<file path="src/rtl/lsu_mem_ctrl.sv">
// LSU back-end: one EX request -> one 64-bit memory access -> one WB response.
// Ports: req_* in, resp_* out, men/mwen/raddr/rdata/waddr/wdata/wmask to memory.
// Optional: `define MISALIGN_TRAP_EN to flag misaligned requests instead of issuing them.
module lsu_mem_ctrl #(
  parameter int XLEN   = 64,
  parameter int ADDR_W = 64
) (
  input  logic              clk,
  input  logic              rst_n,
  input  logic              req_valid,
  output logic              req_ready,
  input  logic              req_wen,
  input  logic [1:0]        req_size,
  input  logic              req_unsigned,
  input  logic [ADDR_W-1:0] req_addr,
  input  logic [XLEN-1:0]   req_wdata,
  output logic              resp_valid,
  input  logic              resp_ready,
  output logic [XLEN-1:0]   resp_rdata,
  output logic              resp_err,
  output logic              men,
  output logic              mwen,
  output logic [ADDR_W-1:0] raddr,
  input  logic [XLEN-1:0]   rdata,
  output logic [ADDR_W-1:0] waddr,
  output logic [XLEN-1:0]   wdata,
  output logic [7:0]        wmask
);

  typedef enum logic [1:0] {
    IDLE,
    ACCESS,
    RESP
  } state_t;

  state_t state, state_n;

  logic              wen_q;
  logic [1:0]        size_q;
  logic              uns_q;
  logic [ADDR_W-1:0] addr_q;
  logic [XLEN-1:0]   wdata_q;
  logic [XLEN-1:0]   rdata_q;
  logic              err_q;
  logic              mis;

  logic [2:0]        off;
  logic [5:0]        sh;
  logic [ADDR_W-1:0] dw_addr;
  logic [7:0]        lane_mask;
  logic [XLEN-1:0]   sh_rd;
  logic [XLEN-1:0]   ld_data;

  assign off     = addr_q[2:0];
  assign sh      = {off, 3'b000};
  assign dw_addr = {addr_q[ADDR_W-1:3], 3'b000};
  assign sh_rd   = rdata_q >> sh;

`ifdef MISALIGN_TRAP_EN
  always_comb begin
    mis = 1'b0;
    unique case (req_size)
      2'd0: mis = 1'b0;
      2'd1: mis = req_addr[0];
      2'd2: mis = |req_addr[1:0];
      2'd3: mis = |req_addr[2:0];
      default: mis = 1'b0;
    endcase
  end
`else
  assign mis   = 1'b0;
  assign err_q = 1'b0;
`endif

  always_comb begin
    lane_mask = 8'h00;
    ld_data   = '0;
    unique case (size_q)
      2'd0: begin
        lane_mask = 8'h01;
        ld_data   = {{56{sh_rd[7] & ~uns_q}}, sh_rd[7:0]};
      end
      2'd1: begin
        lane_mask = 8'h03;
        ld_data   = {{48{sh_rd[15] & ~uns_q}}, sh_rd[15:0]};
      end
      2'd2: begin
        lane_mask = 8'h0F;
        ld_data   = {{32{sh_rd[31] & ~uns_q}}, sh_rd[31:0]};
      end
      2'd3: begin
        lane_mask = 8'hFF;
        ld_data   = sh_rd;
      end
      default: begin
        lane_mask = 8'h00;
        ld_data   = '0;
      end
    endcase
  end

  always_ff @(posedge clk or negedge rst_n) begin
    if (!rst_n) begin
      state <= IDLE;
    end else begin
      state <= state_n;
    end
  end

  always_ff @(posedge clk or negedge rst_n) begin
    if (!rst_n) begin
      wen_q   <= 1'b0;
      size_q  <= 2'd0;
      uns_q   <= 1'b0;
      addr_q  <= '0;
      wdata_q <= '0;
      rdata_q <= '0;
`ifdef MISALIGN_TRAP_EN
      err_q   <= 1'b0;
`endif
    end else begin
      if (state == IDLE && req_valid) begin
        wen_q   <= req_wen;
        size_q  <= req_size;
        uns_q   <= req_unsigned;
        addr_q  <= req_addr;
        wdata_q <= req_wdata;
`ifdef MISALIGN_TRAP_EN
        err_q   <= mis;
`endif
      end
      if (state == ACCESS && !wen_q) begin
        rdata_q <= rdata;
      end
`ifdef MISALIGN_TRAP_EN
      if (state == RESP && resp_ready) begin
        err_q <= 1'b0;
      end
`endif
    end
  end

  always_comb begin
    state_n    = state;
    req_ready  = 1'b0;
    resp_valid = 1'b0;
    resp_rdata = '0;
    resp_err   = 1'b0;
    men        = 1'b0;
    mwen       = 1'b0;
    raddr      = '0;
    waddr      = '0;
    wdata      = '0;
    wmask      = 8'h00;
    unique case (state)
      IDLE: begin
        req_ready = 1'b1;
        if (req_valid) begin
          state_n = mis ? RESP : ACCESS;
        end
      end
      ACCESS: begin
        men     = 1'b1;
        mwen    = wen_q;
        raddr   = dw_addr;
        waddr   = dw_addr;
        wdata   = wdata_q << sh;
        wmask   = lane_mask << off;
        state_n = RESP;
      end
      RESP: begin
        resp_valid = 1'b1;
        resp_err   = err_q;
        if (!wen_q && !err_q) begin
          resp_rdata = ld_data;
        end
        if (resp_ready) begin
          state_n = IDLE;
        end
      end
      default: state_n = IDLE;
    endcase
  end

endmodule

</file>
<file path="config.mk">
export PLATFORM = sky130hd
export DESIGN_NAME = lsu_mem_ctrl
export DESIGN_NICKNAME = d
export VERILOG_FILES = /design/src/rtl/lsu_mem_ctrl.sv
export SDC_FILE = /design/constraint.sdc
export NUM_CORES = 1
export LEC_CHECK = 0
export BUFFER_PORTS_ARGS = -buffer_cell sky130_fd_sc_hd__buf_4
export CORE_ASPECT_RATIO = 0.8
export CORE_UTILIZATION = 40
export CTS_BUF_LIST = sky130_fd_sc_hd__clkbuf_4 sky130_fd_sc_hd__clkbuf_8
export CTS_CLUSTER_DIAMETER = 50
export DETAILED_ROUTE_END_ITERATION = 10
export PLACE_DENSITY = 0.72
export SLEW_MARGIN = 20
export SYNTH_ARGS = -nofsm -noshare
export SYNTH_HDL_FRONTEND = slang
export SYNTH_SLANG_ARGS = --single-unit
export TNS_END_PERCENT = 1
</file>
<file path="constraint.sdc">
create_clock -name clk -period 1.9 [get_ports clk]
set_input_delay 0.19 -clock clk [delete_from_list [all_inputs] [get_ports clk]]
set_output_delay 0.19 -clock clk [all_outputs]
set_load 0.01 [all_outputs]
</file>
# Word level (Yosys, flattened, before mapping)
# Cells that the tools add are included.
[word_totals]
out_inout_bits = 269
word_cells = 41
reg_bits = 198
in_bits = 200
[op_classes]
bitwise_logic = 4
eq_ne = 7
muxes = 14
n_shift = 3
n_reduce_logical = 6
[op_table]
columns = ["op", "count"]
rows = [
  ["$mux 64", 4],
  ["$pmux 64 s4", 1],
  ["$shl 64x6->64", 1],
  ["$shr 64x6->64", 1],
  ["$pmux 8 s4", 1],
  ["$mux 8", 1],
  ["$shl 8x3->8", 1],
  ["$eq 2x2->1 const B", 3],
  ["$pmux 2 s3", 1],
  ["$eq 2x1->1 const B", 2],
  ["$logic_not 2->1", 2],
  ["$mux 1", 4],
  ["$mux 2", 2],
  ["$ne 2x2->1 const B", 2],
  ["$and 1x1->1", 3],
  ["$logic_and 1x1->1", 2],
  ["$reduce_and 2->1", 1],
  ["$logic_not 1->1", 1],
  ["$not 1->1", 1],
]

# Depth between registers and ports, before layout
# Gate-level depths: netlist of run 1.
[depth]
word_depth = 5
mapped_depth = 8
ltp_nobuf = 4

# Worst setup path after synthesis of run 1
# No wires, ideal clock.
[synth_path]
path_kind = "register -> output"
start = "register wen_q"
end = "output port resp_rdata[24]"
slack_ns = -0.020
stages_incl_launch_ff = 7
required_ns = 1.710
arrival_time_ns = 1.730
cell_sequence = "dfrtp_1 -> or3b_1 -> buf_2 -> a31oi_4 -> a41oi_2 -> buf_6 -> a311oi_1"
[synth_via]
elab_chain_len = 2
[synth_rtl]
columns = ["element", "line", "source"]
rows = [
  ["start, declared", "38", "logic wen_q;"],
  ["start signal, assigned", "123", "wen_q <= req_wen;"],
  ["$mux 64", "174", "if (!wen_q && !err_q) begin"],
  ["$mux 64", "155", "unique case (state)"],
  ["end, declared", "19", "output logic [XLEN-1:0] resp_rdata,"],
]
# Every way passes these cells.

# Worst setup path in the final report of run 1
[layout_path]
start = "register addr_q[1]"
end = "output port resp_rdata[45]"
[layout_via]
elab_chain_len = 5
[layout_rtl]
columns = ["element", "line", "source"]
rows = [
  ["start, declared", "41", "logic [ADDR_W-1:0] addr_q;"],
  ["start signal, assigned", "126", "addr_q <= req_addr;"],
  ["$shr 64x6->64 (*)", "57", "assign sh_rd = rdata_q >> sh;"],
  ["$and 1x1->1 (on tied branches)", "89, 81, 85", ""],
  ["$pmux 64 s4 (*)", "78", "unique case (size_q)"],
  ["$mux 64 (*)", "174", ""],
  ["$mux 64 (*)", "155", ""],
]
# Every way passes the cells marked *; elsewhere a longest branch is shown, timed or not. The select of a mux whose other input is x is not followed.

==> impl_metrics.toml, run 1 <==
[logic_synthesis]
synth_area_um2 = 12800
synth_most_common_cell = "mux2_2"
netlist.area_leader.share = 0.388
ys_seq_area_frac = 0.388
synthCells = 1139
netlist-cell-type-count = 46
avgSynthCellArea_um2 = 11.2
synth_edf_count = 0
synth_top_area_cell = "dfrtp_1"
synthArstFlopShare = 1.00
synth_common_cells = "mux2_2 (207), dfrtp_1 (198), mux2i_1 (92)"
synth_seq_cells = 198
synth_ff_type = "dfrtp_1"
yosys-top-cells-area = "dfrtp_1 (39%), mux2_2 (18%), mux4_2 (8.7%)"
yosysWarnings = 0

[critical_path]
worst_setup_path_end_kind = "output pin"
cp.arrival_ns = 2.58
rr_startpoint = "state[0]"
crit_fanout = 15
criticalPathCategory = "flip-flop to output pin"
required_ns = 1.71
cp-start-kind = "flip-flop"
rr_worst_depth = 6
reg2reg_to = "wdata_q[55]"
worst-r2r-setup-slack_ns = 0.17
crit_start = "addr_q[1]"

[global_routing]
overflow = 0
grt_pass1_wl_mm = 77.0
track_usage = 0.314
grt_pass1_vias = 12200
antenna_found_initial = 4
grt_max_degree = 59

[timing]
timing.final.ws_setup_ns = -0.874
finalCritPeriodShare = 1.46
setup_violations = 259
period_minus_slack_ns = 2.77
drv_slew = 0
max_freq_mhz = 361
rsz0062_at_grt = "true"
fin_tns_setup_ns = -104.14
hold_viol_final = 0
clock_skew_ns = 0.0159

[final_layout]
drive_gt1_frac = 0.523
nets = 1986
seqCellArea_um2 = 4960
syn_to_final_growth_pct = 55.6
fill_cells = 2519
post-route-cell-area_um2 = 19800
multi_input_area_um2 = 6980
final_util = 0.632

[floorplanning]
io_pins = 469
die_w_um = 202
design.die.area_um2 = 32600
die_height_um = 162
core_um2 = 31400
start_util = 0.406
rows = 58

[clock_network]
cts_tree = "yes"
path_clk_slew_ns = 0.12
cts.path.max_buffers = 2
cts-root-buf = "clkbuf_8"
cts_made_buffers = 17
insertion_delay_ns = 0.53
clock_sinks = 198
ctsHtreeMaxLevel = 4

[run_status]
status = "complete, but fails checks"
violations = "setup timing"

[drt]
vias = 12300
vias_per_cell = 5.54
wire_per_inst_um = 23.3
drtAntennaViolNets = 0
drc = 0
drtPass1Iterations = 6
drt_iter0_markers = 1186
drt_wl_total_mm = 51.7

[hold_path]
hold_end = "state[0]"
min_path_cells = 3
hold_start = "req_valid"
hold_path_class = "primary input to flip-flop"

[placement]
dp_slack_ns = -0.317
dpl_cell_area_um2 = 17000
placement.io_buffers = 461
dp_hpwl_mm = 37.8
gp_congestion = 0.977

[pwr]
vdd_drop_max_v = 0.000900
power_density_nw_per_um2 = 1720
p_leak_nw = 9.00

[flow_run]
drv_cap = 0
cell families after synthesis:
group                  Yosys count  share of synthesized area
AND/OR/NAND/NOR                230                     0.0929
multiplexers                   348                      0.341
AO/OA/AOI/OAI                  185                     0.0925
buffers and inverters          177                     0.0845
other                            1                   0.000294
flip-flops                     198                      0.388
report_power, final:
| group | total (mW) | internal [mW] | switching, mW | leakage (nW) |
|---|---|---|---|---|
| logic | 21.9 | 11.4 | 10.6 | 6.45 |
| registers | 8.94 | 6.37 | 2.57 | 2.32 |
| clock network | 3.19 | 1.29 | 1.90 | 0.227 |
| total | 34.1 | 19.0 | 15.0 | 9.00 |
area by class of cell:
| type | count | share of cell area |
|---|---|---|
| Multi-Input combinational cell | 770 | 0.351 |
| Timing Repair Buffer | 792 | 0.347 |
| Sequential cell | 198 | 0.250 |
| Tap cell | 420 | 0.0265 |
| Clock buffer | 17 | 0.0118 |
| Clock inverter | 15 | 0.0113 |
| Inverter | 7 | 0.00158 |
| Antenna cell | 3 | 0.000378 |
sequential cells by signal, indices dropped and copies added, names as in the netlist:
name     cells
rdata_q     64
wen_q        1
size_q       2
addr_q      64
state        2
uns_q        1
wdata_q     64
per-stage QoR:
| step | instances | total power [mW] | hold slack, ns |
|---|---|---|---|
| 4_1_cts | 2216 | 33.2 | 0.174 |
| 3_5_place_dp | 1980 | 29.0 | 0.202 |
| 2_1_floorplan | 1145 | 20.5 | -0.106 |
| 3_3_place_gp | 1980 | 28.7 | 0.197 |
| 6_report | 2222 | 34.1 | 0.190 |
| 5_1_grt | 2220 | 35.8 | 0.191 |
layout by cell type (no fill, tap or decap), types with 4 or more instances in the layout:
master           n
buf_4          545
dlygate4sd3_1  198
nand2_1         40
o22ai_1          7
o21ai_1          4
o211ai_1         9
a31oi_1         24
and2_1          61
nand3_1          5
buf_12          26
a21oi_1         55
o21ai_0         29
mux2i_1         88
nor2_1          64
nand3b_1         9
buf_6           20
clkbuf_8        18
dfrtp_1        194
mux2_2         207
conb_1           7
and3_1          10
o2bb2ai_1       12
mux2i_2          4
a31oi_2         12
and2_4           9
mux4_2          49
a22o_1           7
nor3_1          10
inv_1            4
a22oi_1         10
inv_8            6
worst max-delay path, stage by stage (launching register included):
cell and delay (ns):
dfrtp_4 0.54, buf_4 0.16, mux2i_1 0.12, a22oi_1 0.25, buf_4 0.18, buf_4 0.10
nand3_2 0.07, buf_6 0.16, clkbuf_16 0.17, a31oi_1 0.16, buf_4 0.15
repair_timing:
item / 4_1_cts / 5_1_grt
pin swaps: 8 / 8
endpoints found under the setup margin: 260 / 260
hold buffers: 198 / 0
resized for setup: 37 / 36
buffers inserted: 5 / 2
endpoints found under the hold margin: 243 / 0
cloned: 1 / 1
worst max-delay path by stage:
stage,to,slack (ns),depth (start not counted)
after floorplan,resp_rdata[24],-0.02,6
after global placement,resp_rdata[35],-0.23,7
after detailed placement,resp_rdata[27],-0.32,6
after CTS,resp_rdata[29],-0.83,8
after global routing,resp_rdata[60],-0.96,10
final,resp_rdata[45],-0.87,10
per-layer routing:
metal / vias up / wire length (µm) / GRT usage
li1: 5385 / - / -
met1: 6171 / 23300 / 0.464
met2: 649 / 22500 / 0.450
met3: 94 / 4440 / 0.0744
met4: 0 / 1420 / 0.106
met5: - / 0 / 0
Note: power is estimated with default switching activity, not from simulation.
==> run 2, diff against run 1 <==
BUFFER_PORTS_ARGS = -buffer_cell sky130_fd_sc_hd__buf_2   (was -buffer_cell sky130_fd_sc_hd__buf_4)
CORE_AREA = 2 2 184 186   (was unset)
CORE_ASPECT_RATIO = unset   (was 0.8)
CORE_UTILIZATION = unset   (was 40)
DIE_AREA = 0 0 186 188   (was unset)
PLACE_DENSITY = 0.71   (was 0.72)
==> impl_metrics.toml, run 2 (synthesized netlist as in run 1, its figures left out) <==
[run_status]
status = "complete, but fails checks"
violations = "setup timing"

[global_routing]
grt_pass1_vias = 12800
grt_pass1_wl_mm = 72.3
antenna_found_initial = 3
track_usage = 0.272
overflow = 0
grt_max_degree = 64

[floorplanning]
core_um2 = 33100
design.die.area_um2 = 35000
start_util = 0.385
die_height_um = 188
die_w_um = 186
io_pins = 469
rows = 67

[clock_network]
cts_made_buffers = 17
cts_tree = "yes"
insertion_delay_ns = 0.51
cts.path.max_buffers = 2
clock_sinks = 198
cts-root-buf = "clkbuf_8"
path_clk_slew_ns = 0.11
ctsHtreeMaxLevel = 4

[timing]
rsz0062_at_grt = "true"
finalCritPeriodShare = 1.46
fin_tns_setup_ns = -110.07
setup_violations = 260
clock_skew_ns = 0.0151
max_freq_mhz = 361
hold_viol_final = 0
timing.final.ws_setup_ns = -0.873
period_minus_slack_ns = 2.77
drv_slew = 0

[final_layout]
post-route-cell-area_um2 = 19300
final_cell_mix = "buf_2 (447), mux2_2 (201), dlygate4sd3_1 (197)"
instances_no_fill = 2288
nets = 2024
fill_cells = 2610
final_common_cell = "buf_2"
drive_gt1_frac = 0.541
top_regs = "addr_q x64, rdata_q x64, wdata_q x64"
syn_to_final_growth_pct = 51.0

[critical_path]
critPathTopFamily = "buffers and inverters"
cp_num_buf_inv = 5
crit_fanout = 7
slowest_delay_ns = 0.56
rr_startpoint = "state[1]"
crit_start = "addr_q[1]"
required_ns = 1.71
crit_top_cell = "buf_6"
criticalPathCategory = "flip-flop to output pin"
cp_cell_sequence = "buf_6 > mux2i_4 > o211ai_1 > buf_4 > a311oi_4 > buf_6 > buf_6 > a311oi_2 > buf_2"
worst_setup_path_end_kind = "output pin"
cp.arrival_ns = 2.58
crit_path_top_delay_cell = "dfrtp_4"
cp-start-kind = "flip-flop"

[pwr]
p_leak_nw = 9.07
vdd_drop_max_v = 0.00111
power_density_nw_per_um2 = 1750
power_mw = 33.7

[drt]
highest_layer = "met4"
met2WireLength_mm = 24.6
drc = 0
wl_met3_mm = 3.84
vias_per_cell = 5.49
wire_per_inst_um = 21.4
drtAntennaViolNets = 0
wl_met1_mm = 18.3
drt_wl_total_mm = 49.0
drtPass1Iterations = 7
drt_iter0_markers = 904
vias = 12600

[hold_path]
hold_path_class = "primary input to flip-flop"
hold_start = "req_addr[1]"

[placement]
placement.io_buffers = 461
dp_hpwl_mm = 34.6
dpl_cell_area_um2 = 16100
gp_congestion = 0.930
dp.cells = 2037

[flow_run]
drv_cap = 0
[run 2: cell count changes in the layout (fill, tap and decap cells not counted), moves of 6 or more]
cell	previous run	this run
mux2i_1	88	81
buf_4	545	125
nor2_1	64	54
nor2_2	1	11
mux2_2	207	201
and2_4	9	3
and2_1	61	68
mux2_4	0	6
a31oi_2	12	6
buf_2	0	447
mux2i_2	4	10
buf_12	26	32
[run 2: cell type report]
type	count	area, µm²	share of cell area
Tap cell	448	561	0.0291
Antenna cell	3	7.51	0.000390
Timing Repair Buffer	830	6180	0.321
Clock inverter	15	166	0.00864
Inverter	7	38.8	0.00201
Clock buffer	17	234	0.0121
Multi-Input combinational cell	770	7120	0.370
Sequential cell	198	4960	0.258
[run 2: worst paths after layout]
path / cells past startpoint / slack [ns] / endpoint
setup / recovery: 9 / -0.87 / resp_rdata[24]
hold / removal: 3 / 0.006 / addr_q[1]
hold reg to reg: 1 / 0.51 / addr_q[3]
max in group asynchronous: 3 / 1.06 / wdata_q[13]
setup reg to reg: 6 / 0.11 / wdata_q[43]
min in group asynchronous: 2 / 0.19 / rdata_q[46]
[run 2: layer usage]
metal	GRT usage	vias up
met4	0.121	0
met5	0	-
met1	0.316	6190
met3	0.0645	168
li1	-	5468
met2	0.473	728
[run 2: timing repair]
action / in CTS / in global routing
buffers inserted: 7 / 8
gates resized for setup: 87 / 54
endpoints found under the hold margin: 240 / 0
gates cloned: 3 / 2
pin swaps: 22 / 14
endpoints found under the setup margin: 260 / 262
hold buffers: 197 / 0
[run 2: report_power, final]
group          internal (mW)  switching [mW]
clock network           1.20            1.69
logic                   11.4            10.7
registers               6.38            2.28
total                   19.0            14.7
[run 2: stage by stage]
stage	utilization	setup WS (ns)	hold WS, ns
after detailed placement	0.485	-0.319	0.196
after global routing	0.582	-0.968	0.0389
final	0.582	-0.873	0.00554
after floorplan	-	-0.0202	-0.106
after CTS	0.571	-0.818	0.0252
after global placement	0.485	-0.281	0.180
[run 2: worst min-delay path, delay by kind of cell]
kind | cells | cell delay [ns]
AO/OA/AOI/OAI | 1 | 0.11
buffers and inverters | 1 | 0.10
AND/OR/NAND/NOR | 1 | 0.07
==> run 3, diff against run 2 <==
BUFFER_PORTS_ARGS = unset   (was -buffer_cell sky130_fd_sc_hd__buf_2)
CORE_AREA = 2 2 183 185   (was 2 2 184 186)
DIE_AREA = 0 0 185 187   (was 0 0 186 188)
DONT_BUFFER_PORTS = 1   (was unset)
PLACE_DENSITY = 0.58   (was 0.71)
==> impl_metrics.toml, run 3 (synthesized netlist as in run 1, its figures left out) <==
[floorplanning]
design.die.area_um2 = 34600
core_um2 = 32900
start_util = 0.388
io_pins = 469
rows = 67
die_w_um = 185
die_height_um = 187

[critical_path]
crit_fanout = 34
crit_top_cell = "buf_4"
crit_path_top_delay_cell = "dfrtp_4"
rr_worst_depth = 6
cp_num_buf_inv = 4
worst_setup_path_end_kind = "output pin"
slowest_delay_ns = 0.52
criticalPathCategory = "flip-flop to output pin"
critPathTopFamily = "buffers and inverters"
cp.depth = 8
worst-r2r-setup-slack_ns = 0.13
cp.arrival_ns = 2.52
cp_cell_sequence = "buf_6 > mux2i_2 > a31oi_4 > a41oi_4 > buf_12 > buf_4 > nor3_1 > buf_4"
required_ns = 1.71
cp-start-kind = "flip-flop"

[global_routing]
grt_max_degree = 199
grt_pass1_wl_mm = 65.8
grt_pass1_vias = 11100
overflow = 0
antenna_found_initial = 1
track_usage = 0.249

[pwr]
pwr-share-comb = 0.647
swShare = 0.437
power_density_nw_per_um2 = 1840
pwr-share-seq = 0.266
vdd_drop_max_v = 0.000845
p_clk_frac = 0.087
power_mw = 32.3
p_int_mw = 18.2
switchingPower_mw = 14.1
p_leak_nw = 7.28

[timing]
hold_viol_final = 198
drv_slew = 0
period_minus_slack_ns = 2.71
finalCritPeriodShare = 1.43
clock_skew_ns = 0.0255
max_freq_mhz = 369
timing.final.ws_setup_ns = -0.808
setup_violations = 259
rsz0062_at_grt = "true"
fin_tns_setup_ns = -95.63
hold_ws_ns = -0.615

[hold_path]
hold_path_class = "primary input to async pin"

[clock_network]
cts-root-buf = "clkbuf_8"
cts.path.max_buffers = 2
insertion_delay_ns = 0.50
ctsHtreeMaxLevel = 4
clock_sinks = 198
cts_made_buffers = 17
cts_tree = "yes"
path_clk_slew_ns = 0.11
cts_hold_buf = 198

[final_layout]
final_common_cell = "mux2_2"
fill_cells = 2827
num_antenna_cells = 0
instances_no_fill = 1905
multi_input_area_um2 = 7200
final_util = 0.534
drive_gt1_frac = 0.460
seqCellArea_um2 = 4960
top_regs = "addr_q x64, rdata_q x64, wdata_q x64"
nets = 1644
syn_to_final_growth_pct = 37.6
final_cell_mix = "mux2_2 (207), dlygate4sd3_1 (198), dfrtp_1 (195)"

[placement]
dp_hpwl_mm = 31.4
dp.cells = 1669
gp_congestion = 0.869
placement.io_buffers = 0

[drt]
vias_per_cell = 5.64
wire_per_inst_um = 23.3
drt_wl_total_mm = 44.4
drtAntennaViolNets = 0
drc = 0
drtPass1Iterations = 4
drt_iter0_markers = 613
vias = 10700

[run_status]
status = "complete, but fails checks"
violations = "hold timing, setup timing"

[flow_run]
drv_cap = 0
## run 3: cell count changes in the layout (fill, tap and decap cells not counted), moves of 4 or more
cell     previous run  this run
buf_2             447         0
mux2_2            201       207
a21oi_2             3         9
mux2_4              6         0
a21oi_1            52        46
and3_4              0         8
mux2i_2            10         5
and2_2              0        47
nor2_2             11         7
and3_1             10         1
and2_1             68        20
buf_4             125       193
mux2i_1            81        86
## run 3: layout make-up
cell class,count,share of cell area
multi-input cells,770,0.410
flip-flops and latches,198,0.283
repair buffers,450,0.251
well taps,448,0.0319
clock buffers,19,0.0145
clock inverters,13,0.00784
inverters,7,0.00192
## run 3: repair_timing
action / 4_1_cts / 5_1_grt
pin swaps: 7 / 13
gates resized for setup: 114 / 63
setup buffers: 1 / 4
setup endpoints to repair: 260 / 259
cloned: 0 / 1
endpoints found under the hold margin: 396 / 198
## run 3: power by group through the flow
stage,clock network [mW],logic [mW],registers [mW]
final,2.81,20.9,8.58
after global routing,3.08,22.2,8.83
after CTS,2.90,19.9,8.46
after detailed placement,0,18.8,8.53
after global placement,0,18.6,8.44
after floorplan,0,12.9,7.62
## run 3: final timing paths
kind                            start             end
setup / recovery            addr_q[1]  resp_rdata[21]
hold / removal                  rst_n     wdata_q[61]
setup reg to reg             state[0]      addr_q[53]
hold reg to reg             addr_q[8]       addr_q[8]
max in group asynchronous       rst_n      addr_q[35]
min in group clk           resp_ready        state[1]
## run 3: per-stage QoR
stage	hold slack (ns)	instance area [µm²]	setup WS [ns]
6_report	-0.615	17600	-0.808
4_1_cts	-0.670	17200	-0.777
3_5_place_dp	-0.101	14500	-0.275
2_1_floorplan	-0.106	12800	-0.0202
5_1_grt	-0.674	17600	-0.959
3_3_place_gp	-0.102	14500	-0.287
## run 3: worst register-to-register path: cells and delay by family (launching register included)
kind | cells | cell delay (ns)
simple gates | 2 | 0.36
buf+inv | 3 | 0.51
mux | 1 | 0.37
flops | 1 | 0.40
## run 3: per-layer routing
| layer | global-route usage | wire, µm | up-vias |
|---|---|---|---|
| li1 | - | - | 4696 |
| met1 | 0.299 | 17300 | 5371 |
| met2 | 0.429 | 22200 | 573 |
| met3 | 0.0654 | 3440 | 96 |
| met4 | 0.0888 | 1410 | 2 |
| met5 | 0 | 13 | - |
